$ cat config.mk
export PLATFORM = sky130hd
export DESIGN_NAME = fusion_addr_seq_flat
export DESIGN_NICKNAME = d
export VERILOG_FILES = /design/src/rtl/fusion_addr_seq_if.sv /design/src/rtl/fusion_addr_seq.sv /design/src/flat_wrapper.sv
export SDC_FILE = /design/constraint.sdc
export NUM_CORES = 1
export LEC_CHECK = 0
export CAP_MARGIN = 10
export CORE_ASPECT_RATIO = 0.8
export CORE_MARGIN = 2
export CORE_UTILIZATION = 53
export CTS_CLUSTER_SIZE = 28
export DETAILED_ROUTE_END_ITERATION = 16
export GPL_TIMING_DRIVEN = 0
export PLACE_DENSITY = 0.78
export SLEW_MARGIN = 20
export SYNTH_ARGS = -nofsm -noshare
export SYNTH_HDL_FRONTEND = slang
export SYNTH_SLANG_ARGS = --single-unit
export TNS_END_PERCENT = 1
$ cat constraint.sdc
create_clock -name clk -period 3.9 [get_ports clk]
set_input_delay 0.78 -clock clk [delete_from_list [all_inputs] [get_ports clk]]
set_output_delay 0.78 -clock clk [all_outputs]
set_load 0.05 [all_outputs]
$ cat src/rtl/fusion_addr_seq_if.sv
// fusion_addr_seq_if: command and beat handshake bundle
// between the fusion address sequencer and its neighbours.
interface fusion_addr_seq_if #(
   parameter int NUM_BANKS   = 4,
   parameter int COUNT_WIDTH = 16
);
   localparam int ADDR_WIDTH = $clog2(NUM_BANKS);
   localparam int MODE_WIDTH = $clog2(ADDR_WIDTH + 1);

   logic                   cmd_valid;
   logic                   cmd_ready;
   logic [MODE_WIDTH-1:0]  cmd_mode;
   logic [COUNT_WIDTH-1:0] cmd_count;
   logic                   out_valid;
   logic                   out_ready;
   logic [ADDR_WIDTH-1:0]  addr;
   logic [MODE_WIDTH-1:0]  precision_mode;
   logic                   word_first;
   logic                   word_last;
   logic                   cmd_last;
   logic                   done;

   modport master (
      output cmd_valid, cmd_mode, cmd_count, out_ready,
      input  cmd_ready, out_valid, addr, precision_mode,
      input  word_first, word_last, cmd_last, done
   );

   modport slave (
      input  cmd_valid, cmd_mode, cmd_count, out_ready,
      output cmd_ready, out_valid, addr, precision_mode,
      output word_first, word_last, cmd_last, done
   );
endinterface

$ cat src/rtl/fusion_addr_seq.sv
// fusion_addr_seq: steps the bank address through every
// sub-word partition of each word of a precision-mode command.
module fusion_addr_seq #(
   parameter int NUM_BANKS   = 4,
   parameter int COUNT_WIDTH = 16
) (
   input  logic             clk,
   input  logic             resetn,
   input  logic             clear,
   fusion_addr_seq_if.slave bus
);
   localparam int ADDR_WIDTH = $clog2(NUM_BANKS);
   localparam int MODE_WIDTH = $clog2(ADDR_WIDTH + 1);
   localparam int MAX_MODE   = ADDR_WIDTH + 1;
   localparam int AW1        = ADDR_WIDTH + 1;
   localparam int MW1        = MODE_WIDTH + 1;

   localparam logic [AW1-1:0] BANKS = AW1'(NUM_BANKS);
   localparam logic [MW1-1:0] MAX_M = MW1'(MAX_MODE);
   localparam logic [MODE_WIDTH-1:0] TOP_M = MODE_WIDTH'(MAX_MODE - 1);

   typedef enum logic [1:0] {
      IDLE,
      RUN,
      DONE
   } state_t;

   state_t                 state_q, state_d;
   logic [ADDR_WIDTH-1:0]  addr_q, addr_d;
   logic [MODE_WIDTH-1:0]  mode_q, mode_d;
   logic [COUNT_WIDTH-1:0] count_q, count_d;
   logic [COUNT_WIDTH-1:0] word_q, word_d;

   logic [AW1-1:0]         steps;
   logic [ADDR_WIDTH-1:0]  last_addr;
   logic [MODE_WIDTH-1:0]  mode_in;
   logic                   w_last;
   logic                   c_last;

   // partitions per word shrink by half for each mode step
   always_comb begin
      steps     = BANKS >> mode_q;
      last_addr = ADDR_WIDTH'(steps - AW1'(1));
      w_last    = (addr_q == last_addr);
      c_last    = w_last && (word_q == count_q - COUNT_WIDTH'(1));
      mode_in   = ({1'b0, bus.cmd_mode} >= MAX_M) ? TOP_M : bus.cmd_mode;
   end

   assign bus.cmd_ready      = (state_q == IDLE) && !clear;
   assign bus.out_valid      = (state_q == RUN);
   assign bus.done           = (state_q == DONE);
   assign bus.addr           = addr_q;
   assign bus.precision_mode = mode_q;
   assign bus.word_first     = (addr_q == '0);
   assign bus.word_last      = w_last;
   assign bus.cmd_last       = c_last;

   // next-state and datapath update; clear overrides everything
   always_comb begin
      state_d = state_q;
      addr_d  = addr_q;
      mode_d  = mode_q;
      count_d = count_q;
      word_d  = word_q;
      if (clear) begin
         state_d = IDLE;
      end else begin
         unique case (state_q)
            IDLE: begin
               if (bus.cmd_valid) begin
                  mode_d  = mode_in;
                  count_d = bus.cmd_count;
                  addr_d  = '0;
                  word_d  = '0;
                  state_d = (bus.cmd_count != '0) ? RUN : DONE;
               end
            end
            RUN: begin
               if (bus.out_ready) begin
                  if (w_last) begin
                     addr_d = '0;
                     word_d = word_q + COUNT_WIDTH'(1);
                  end else begin
                     addr_d = addr_q + ADDR_WIDTH'(1);
                  end
                  if (c_last) state_d = DONE;
               end
            end
            DONE: state_d = IDLE;
            default: state_d = IDLE;
         endcase
      end
   end

   // state and datapath registers
   always_ff @(posedge clk or negedge resetn) begin
      if (!resetn) begin
         state_q <= IDLE;
         addr_q  <= '0;
         mode_q  <= '0;
         count_q <= '0;
         word_q  <= '0;
      end else begin
         state_q <= state_d;
         addr_q  <= addr_d;
         mode_q  <= mode_d;
         count_q <= count_d;
         word_q  <= word_d;
      end
   end
endmodule
$ cat src/flat_wrapper.sv
// flat-port wrapper written by rule: the top's interface ports become plain ports
module fusion_addr_seq_flat 
#(
   parameter int NUM_BANKS   = 4,
   parameter int COUNT_WIDTH = 16
)
  (clk, resetn, clear, bus_cmd_valid, bus_cmd_mode, bus_cmd_count, bus_out_ready, bus_cmd_ready, bus_out_valid, bus_addr, bus_precision_mode, bus_word_first, bus_word_last, bus_cmd_last, bus_done);
  fusion_addr_seq_if #(.NUM_BANKS(NUM_BANKS), .COUNT_WIDTH(COUNT_WIDTH)) bus_i ();
  input  logic clk;
  input  logic resetn;
  input  logic clear;
  input wire logic [$bits(bus_i.cmd_valid)-1:0] bus_cmd_valid;
  input wire logic [$bits(bus_i.cmd_mode)-1:0] bus_cmd_mode;
  input wire logic [$bits(bus_i.cmd_count)-1:0] bus_cmd_count;
  input wire logic [$bits(bus_i.out_ready)-1:0] bus_out_ready;
  output wire logic [$bits(bus_i.cmd_ready)-1:0] bus_cmd_ready;
  output wire logic [$bits(bus_i.out_valid)-1:0] bus_out_valid;
  output wire logic [$bits(bus_i.addr)-1:0] bus_addr;
  output wire logic [$bits(bus_i.precision_mode)-1:0] bus_precision_mode;
  output wire logic [$bits(bus_i.word_first)-1:0] bus_word_first;
  output wire logic [$bits(bus_i.word_last)-1:0] bus_word_last;
  output wire logic [$bits(bus_i.cmd_last)-1:0] bus_cmd_last;
  output wire logic [$bits(bus_i.done)-1:0] bus_done;
  assign bus_i.cmd_valid = bus_cmd_valid;
  assign bus_i.cmd_mode = bus_cmd_mode;
  assign bus_i.cmd_count = bus_cmd_count;
  assign bus_i.out_ready = bus_out_ready;
  assign bus_cmd_ready = bus_i.cmd_ready;
  assign bus_out_valid = bus_i.out_valid;
  assign bus_addr = bus_i.addr;
  assign bus_precision_mode = bus_i.precision_mode;
  assign bus_word_first = bus_i.word_first;
  assign bus_word_last = bus_i.word_last;
  assign bus_cmd_last = bus_i.cmd_last;
  assign bus_done = bus_i.done;
  fusion_addr_seq #(.NUM_BANKS(NUM_BANKS), .COUNT_WIDTH(COUNT_WIDTH)) u_core (.clk(clk), .resetn(resetn), .clear(clear), .bus(bus_i));
endmodule
Yosys cells after proc, flatten, opt, wreduce, memory -nomap -nowiden
Index checks and enable logic that the tools add are counted.

Register bits after elaboration: 38. Logic and storage cells: 48. Input bits: 23. Output and inout port bits: 10.

Shift-type cells: 1. $lt $le $gt $ge: 1. $add $sub $neg: 4. Reduce and logical (&&, ||, !) cells: 11. Equal/unequal tests: 10. Bitwise logic cells: 1. Muxes and demuxes: 15.

Operators by type and width (number): $mux W16 (3); $pmux W16 S2 (1); $mux W2 (9); $add A16 B1 Y16 const B (1); $eq A16 B16 Y1 (1); $reduce_bool A16 Y1 (1); $sub A16 B1 Y16 const B (1); $pmux W2 S2 (2); $ne A3 B3 Y1 const B (2); $reduce_and A3 Y1 (2); $reduce_and A5 Y1 (1); $logic_not A2 Y1 (2); $ne A2 B2 Y1 const B (2); $reduce_and A4 Y1 (1); $ne A3 B2 Y1 const B (1); $shr A3 B2 Y2 const A (1); $add A2 B1 Y2 const B (1); $eq A2 B1 Y1 const B (1); $eq A2 B2 Y1 (1); $eq A2 B2 Y1 const B (1); $ge A2 B2 Y1 const B (1); $logic_and A1 B1 Y1 (2); $ne A2 B1 Y1 const B (1); $reduce_bool A2 Y1 (1); other kinds (3) (3).

Depth between registers and ports, before layout
Gate-level depths: netlist (run 1).

Depth after elaboration: 8. Depth in mapped cells: 9.

Worst setup path before layout (run 1)
No wires, ideal clock.

Path kind: register -> output. From: register u_core.mode_q[0], in the netlist u_core.bus.precision_mode[0]. To: output port bus_cmd_last. Cell stages (with the launch flop): 9. Buffers on the path: 0. Slack: 0.106 ns. Arrival time: 3.014 ns. Required time: 3.120 ns. Cells stage by stage: dfrtp_1 -> inv_1 -> ha_1 -> xor2_1 -> nor2_1 -> and4_1 -> nand4bb_1 -> a211oi_1 -> and3b_1.

Word-level cells in the longest chain between the ends: 4.

Ends and longest elaborated chain: from (decl) (RTL line fusion_addr_seq.sv:30) `logic [MODE_WIDTH-1:0] mode_q, mode_d;`; from (signal assigned) (RTL line fusion_addr_seq.sv:106) `mode_q <= mode_d;`; $shr A3 B2 Y2 (RTL line fusion_addr_seq.sv:42) `steps = BANKS >> mode_q;`; $sub A2 B1 Y2 (RTL line fusion_addr_seq.sv:43) `last_addr = ADDR_WIDTH'(steps - AW1'(1));`; $eq A2 B2 Y1 (RTL line fusion_addr_seq.sv:44) `w_last = (addr_q == last_addr);`; named net bus_word_last (RTL line flat_wrapper.sv:21) `output wire logic [$bits(bus_i.word_last)-1:0] bus_word_last;`; $logic_and A1 B1 Y1 (RTL line fusion_addr_seq.sv:45) `c_last = w_last && (word_q == count_q - COUNT_WIDTH'(1));`; to (decl) (RTL line flat_wrapper.sv:22) `output wire logic [$bits(bus_i.cmd_last)-1:0] bus_cmd_last;`.

The timed path passes the listed nets, and every way through them passes these cells.

Worst setup path in the final report (run 1)
From: register u_core.count_q[0]. To: output port bus_cmd_last.

Word-level cells in the longest chain between the ends: 3.

Ends and longest elaborated chain: from (decl) (RTL line fusion_addr_seq.sv:31) `logic [COUNT_WIDTH-1:0] count_q, count_d;`; from (signal assigned) (RTL line fusion_addr_seq.sv:107) `count_q <= count_d;`; $sub A16 B1 Y16 (RTL line fusion_addr_seq.sv:45); $eq A16 B16 Y1 (RTL line fusion_addr_seq.sv:45); $logic_and A1 B1 Y1 (RTL line fusion_addr_seq.sv:45).

No other way between the ends.

==> results of run 1 <==
[cell families after synthesis]
logic type      Yosys count  synth area share
simple gates            104             0.248
flops                    38             0.401
compound gates           37             0.105
xor+xnor                 34             0.126
buf+inv                  17            0.0290
mux                      15            0.0702
fa+ha+maj                 4            0.0211
[critical path, stage by stage, from the launching register on]
cell and delay (ns):
dfrtp_1 0.46, inv_1 0.10, ha_1 0.21, nor3b_4 0.40, nand3_1 0.16, xnor2_1 0.16
nand4bb_1 0.18, a211oi_1 0.27, and3b_1 0.21, clkdlybuf4s15_1 0.49
[cell type report]
class	count	area share
flip-flops and latches	38	0.324
repair buffers	33	0.117
inverters	11	0.0141
plain buffers	6	0.00938
clock inverters	3	0.0235
multi-input cells	194	0.464
well taps	57	0.0243
clock buffers	5	0.0235
[worst max path at each step]
| stage | start | end | slack (ns) | cells past startpoint |
|---|---|---|---|---|
| 6_report | u_core.count_q[0] | bus_cmd_last | 0.17 | 9 |
| 5_1_grt | u_core.count_q[0] | bus_cmd_last | 0.02 | 9 |
| 4_1_cts | u_core.count_q[0] | bus_cmd_last | 0.16 | 9 |
| 3_5_place_dp | u_core.count_q[0] | bus_cmd_last | 0.11 | 9 |
| 3_3_place_gp | clear | u_core.count_q[14] | 0.17 | 7 |
| 2_1_floorplan | u_core.bus.precision_mode[0] | bus_cmd_last | 0.11 | 8 |
[cells in the final DEF, fill, tap and decap left out, types with 2 or more instances in the layout]
| cell | n |
|---|---|
| dfrtp_1 | 38 |
| nand3_1 | 9 |
| a21oi_1 | 4 |
| o211a_1 | 2 |
| nand2_1 | 18 |
| buf_2 | 5 |
| bufinv_16 | 2 |
| ha_1 | 4 |
| inv_1 | 11 |
| a21o_1 | 2 |
| o21ai_0 | 15 |
| a2111o_1 | 2 |
| or3_1 | 4 |
| and4_1 | 2 |
| mux2i_1 | 2 |
| nor2_1 | 23 |
| clkbuf_8 | 5 |
| nand2b_1 | 2 |
| clkdlybuf4s50_1 | 30 |
| and3_1 | 3 |
| xor2_1 | 13 |
| a31oi_1 | 2 |
| nand4_1 | 10 |
| nor3_1 | 9 |
| nor4_1 | 6 |
| xnor2_1 | 21 |
| mux2_2 | 13 |
| nor2b_1 | 3 |
[registers in the layout, summed over array words and instances, names as in the netlist]
name                       flops
u_core.state_q                 2
u_core.word_q                 16
u_core.bus.addr                2
u_core.count_q                16
u_core.bus.precision_mode      2
[stage by stage]
step	util	area (um2)
2_1_floorplan	-	2370
3_3_place_gp	0.653	2760
3_5_place_dp	0.658	2790
4_1_cts	0.693	2930
5_1_grt	0.694	2930
6_report	0.694	2930
[routing by layer]
metal / part of all wire / vias up / track usage
met5: 0 / - / 0
met2: 0.44 / 63 / 0.359
met4: 0.011 / 0 / 0.0811
met3: 0.071 / 7 / 0.0438
met1: 0.48 / 975 / 0.376
li1: - / 978 / -
[report_power, final]
part / leakage (nW) / internal (mW) / switching [mW]
sequential: 0.491 / 0.485 / 0.129
combinational: 0.660 / 0.315 / 0.401
clock: 0.0683 / 0.256 / 0.154
total: 1.22 / 1.06 / 0.684
[what timing repair did]
| item | CTS | global route |
|---|---|---|
| setup endpoints to repair | 1 | 1 |
| hold buffers | 0 | 0 |
| gates resized for setup | 3 | 2 |
==> metrics.txt, run 1 <==
Clock Latency Late Sink=around 0.30 ns; Layout area overhead=23.7%; RSZ-0062 raised after global routing=false; dpl ws=around 0.11 ns; minimum clock period=3.73 ns; PortBufs=32; via count=2023; Remaining Overflow, GRT=0; clock skew=roughly 0.0044 ns; most common cell in the synthesized netlist=dfrtp_1; synthesized area=2370 um2; clk root buf=clkbuf_8; worst r2r src=u_core.bus.precision_mode[0]; post-layout total power=~1.7 mW; worst hold slack=between 0.4 and 0.5 ns; crit path launch type=flop; Post-synth top cells=dfrtp_1, nor2_1, xnor2_1, nand2_1, o21ai_0; critical path endpoint category=output port; DP Wirelength=roughly 4300 um; Reg2Reg Depth=8; fin nets=316; area of the multi-input gates=~1400 um2; CTS tree=done; Worst-path clk slew=0.08 ns; antenna cells=0; row count=21; R2R Setup Slk=0.73 ns; Post-CTS Setup Repair Bufs=0; Yosys top cell by area=dfrtp_1; Hold WC Path Type=in -> async; Setup TNS=0 ns; Cells after Synth=249; Starting Density=0.560; chip width=78.8 um; Post-Syn Nets=276; crit path DAT=2.95 ns; Die Height=63.8 um; Slew Viols, Final=0; TritonCTS Sinks=38; Placeable Area=4230 um2; Leakage=1.22 nW; first-pass GRT wire length=about 9500 um; vias in the first global route=1892; Post-synth EDFFs=0; Unique masters post-synth=between 50 and 60; GP Congestion=0.883; crit-path max FO=9; top cell type's share of synthesized area=0.401; Total Die Area=5030 um2; Max Clock Freq=268 MHz; total wire length=5620 um; largest net degree at the start of global routing=23; # DRC=0; final setup violating endpoints=0; First-pass DRT Iterations=4; total track usage=0.248; Ys Warns=0; Bufs on Longest Clock Path=2; peak supply drop=434 uV; status=finished, final reports clean; Syn Area/Cell=9.52 um2; Layout Cells excl Fill=roughly 350; endpoints failing hold=0; Placed Cells=roughly 340; relative slew slack=0.445; initial antenna violation count=0; worst slew pin tran=about 0.83 ns; sequential element share of the synthesized area=0.401; share of layout cells above drive strength 1=0.124; Top Ports=33; critical path data required time=3.12 ns; max cap viols=0; Most used DFF post-synth=dfrtp_1; WL/cell=16.2 um; RR Endpoint=u_core.count_q[14]; CTS Buf Count=5; FF/Latch Area=around 950 um2; initial DRC count=156; WS Path Type=reg -> out; Synth async-reset ratio=1.00; fin crit share=0.957; CTS H-tree lvls=2; Avg Vias per Cell=5.83; power density over cell area=593 nW/um2; final setup margin=0.169 ns; Final ANT Viol Nets=0; Yosys reg bits=38; Filler Cell Count=324; top post-synthesis cells by area=dfrtp_1, xnor2_1, mux2_2
No activity file was read; power rests on OpenSTA's default activity.
==> run 2: changes to the inputs <==
--- a/config.mk
+++ b/config.mk
@@ -8,11 +8,10 @@
 export CAP_MARGIN = 10
 export CORE_ASPECT_RATIO = 0.8
 export CORE_MARGIN = 2
-export CORE_UTILIZATION = 53
+export CORE_UTILIZATION = 25
 export CTS_CLUSTER_SIZE = 28
 export DETAILED_ROUTE_END_ITERATION = 16
 export GPL_TIMING_DRIVEN = 0
-export PLACE_DENSITY = 0.78
 export SLEW_MARGIN = 20
 export SYNTH_ARGS = -nofsm -noshare
 export SYNTH_HDL_FRONTEND = slang
==> run 2 against run 1 <==
  * Maximum frequency increased by 2.4%
  * Via count fell by 2.2%
  * Global-route usage down 13 points
  * Clock-buffer cell count is the same
  * Register-to-register slack got worse by 0.09 ns
  * Worst hold slack lost 0.019 ns
  * Sequential power is 0.8% higher
  * The flow now finishes with violations (design-rule violations)
  * Final cell count grew 16%
  * Worst setup slack improved by 0.086 ns
==> metrics.txt, run 2 (synthesized netlist as in run 1, its figures left out) <==
most frequent cells in the layout=dfrtp_1, clkdlybuf4s50_1, nor2_1; clock skew=0.00583 ns; Max Clock Freq=274 MHz; Clock Latency Late Sink=0.28 ns; fin nets=around 320; WS Path Type=in -> reg; Setup TNS=0 ns; share of layout cells above drive strength 1=0.125; RSZ-0062 raised after global routing=false; worst hold slack=0.390 ns; antenna cells=0; Critical path buffers and inverters=2; # DRC=3; crit path DAT=3.81 ns; minimum clock period=3.65 ns; Avg Vias per Cell=4.90; Crit path top cell by count=nor2_1; Reg2Reg Depth=8; crit-path max FO=10; Remaining Overflow, GRT=0; initial antenna violation count=0; PortBufs=32; power density over cell area=573 nW/um2; relative slew slack=0.380; fin util=0.327; grt peak-use layer=met2; first-pass GRT wire length=9990 um; vias in the first global route=approximately 2000; initial DRC count=84; Starting Density=0.259; GP Congestion=0.784; status=finished, violations left; worst slew pin tran=0.927 ns; met1 usage in global routing=0.175; CP Cell Sequence=clkdlybuf4s50_1 > nor2_1 > a21boi_1 > nand2_1 > nor2_1 > buf_2 > mux2_2; R2R Setup Slk=0.64 ns; Hold WC Path Type=in -> async; row count=31; CTS tree=done; peak supply drop=approximately 270 uV; TritonCTS Sinks=38; GR Layer Usage met2=0.183; Worst-path clk slew=0.06 ns; CP max stage cell=nor2_1; critical path data required time=4.07 ns; WL/cell=14.9 um; Top Ports=33; most common cell after layout, fill and taps aside=dfrtp_1; Total Die Area=10300 um2; largest net degree at the start of global routing=27; worst r2r src=u_core.bus.precision_mode[0]; clk root buf=clkbuf_16; DP Wirelength=4500 um; critical path endpoint category=flop; First-pass DRT Iterations=11; failing checks=design-rule violations; critical path's largest stage delay=just under 0.8 ns; total track usage=0.123; RR Endpoint=u_core.count_q[14]; endpoints failing hold=0; Top delay family on crit path=simple AND/OR/NAND/NOR gates; Final Cell Area=2990 um2; via count=1978; Leakage=1.22 nW; total wire length=between 6000 and 7000 um; Post-CTS Setup Repair Bufs=0; chip width=approximately 110 um; crit path launch type=input pin; GR Util met3=0.0227; fin crit share=0.935; Placeable Area=roughly 9000 um2; Die Height=91.1 um; Layout area overhead=26.2%; Bufs on Longest Clock Path=2; CTS Buf Count=5; Final ANT Viol Nets=0; CTS H-tree lvls=2; biggest regs=u_core.count_q x16, u_core.word_q x16; max cap viols=0; final setup violating endpoints=0; post-layout total power=roughly 1.7 mW; Slew Viols, Final=0; placed inst area=2850 um2
==> run 2: final cells by class <==
class	instances	area [um2]
fill	945	6160
multi-input combinational	194	1360
sequential	38	951
timing repair buffer	33	330
tap	115	144
clock buffer	5	125
inverter	11	41.3
buffer	6	27.5
clock inverter	2	10.0
==> run 2: repair_timing <==
action	4_1_cts	5_1_grt
endpoints found under the setup margin	1	1
resized for setup	2	4
hold buffers	0	0
==> run 2: worst max-delay path by stage <==
| stage | from | end | slack (ns) | depth (start not counted) |
|---|---|---|---|---|
| after detailed placement | clear | u_core.count_q[11] | -0.01 | 7 |
| after CTS | u_core.count_q[0] | bus_cmd_last | 0.17 | 9 |
| final | clear | u_core.count_q[14] | 0.25 | 7 |
| after global placement | clear | u_core.count_q[10] | -0.04 | 7 |
| after floorplan | u_core.bus.precision_mode[0] | bus_cmd_last | 0.11 | 8 |
| after global routing | clear | u_core.word_q[6] | 0.01 | 8 |
==> run 2: worst register-to-register path, cell delays in order, from the launching register on <==
cell     delay (ns)
dfrtp_1        0.37
inv_1          0.06
ha_1           0.30
xor2_1         0.16
o21ai_1        0.37
nand2_1        0.30
nor2_1         0.79
buf_2          0.42
mux2_2         0.38
==> run 2: metal layers <==
metal | up-vias | share of wire | routed length [um]
met4 | 0 | 0.026 | 154
li1 | 971 | - | -
met5 | - | 0 | 0
met3 | 12 | 0.046 | 274
met2 | 48 | 0.43 | 2570
met1 | 947 | 0.50 | 3020
==> run 2: power breakdown <==
part / total [mW] / leakage, nW / switching, mW / internal (mW)
clock network: 0.387 / 0.0694 / 0.156 / 0.231
logic: 0.707 / 0.656 / 0.392 / 0.315
registers: 0.619 / 0.491 / 0.133 / 0.486
==> run 2: through the flow <==
step	std cells	setup WS (ns)
floorplan	249	0.106
finish	404	0.255
CTS	404	0.166
global placement	396	-0.0375
global route	404	0.0105
detailed placement	397	-0.0146
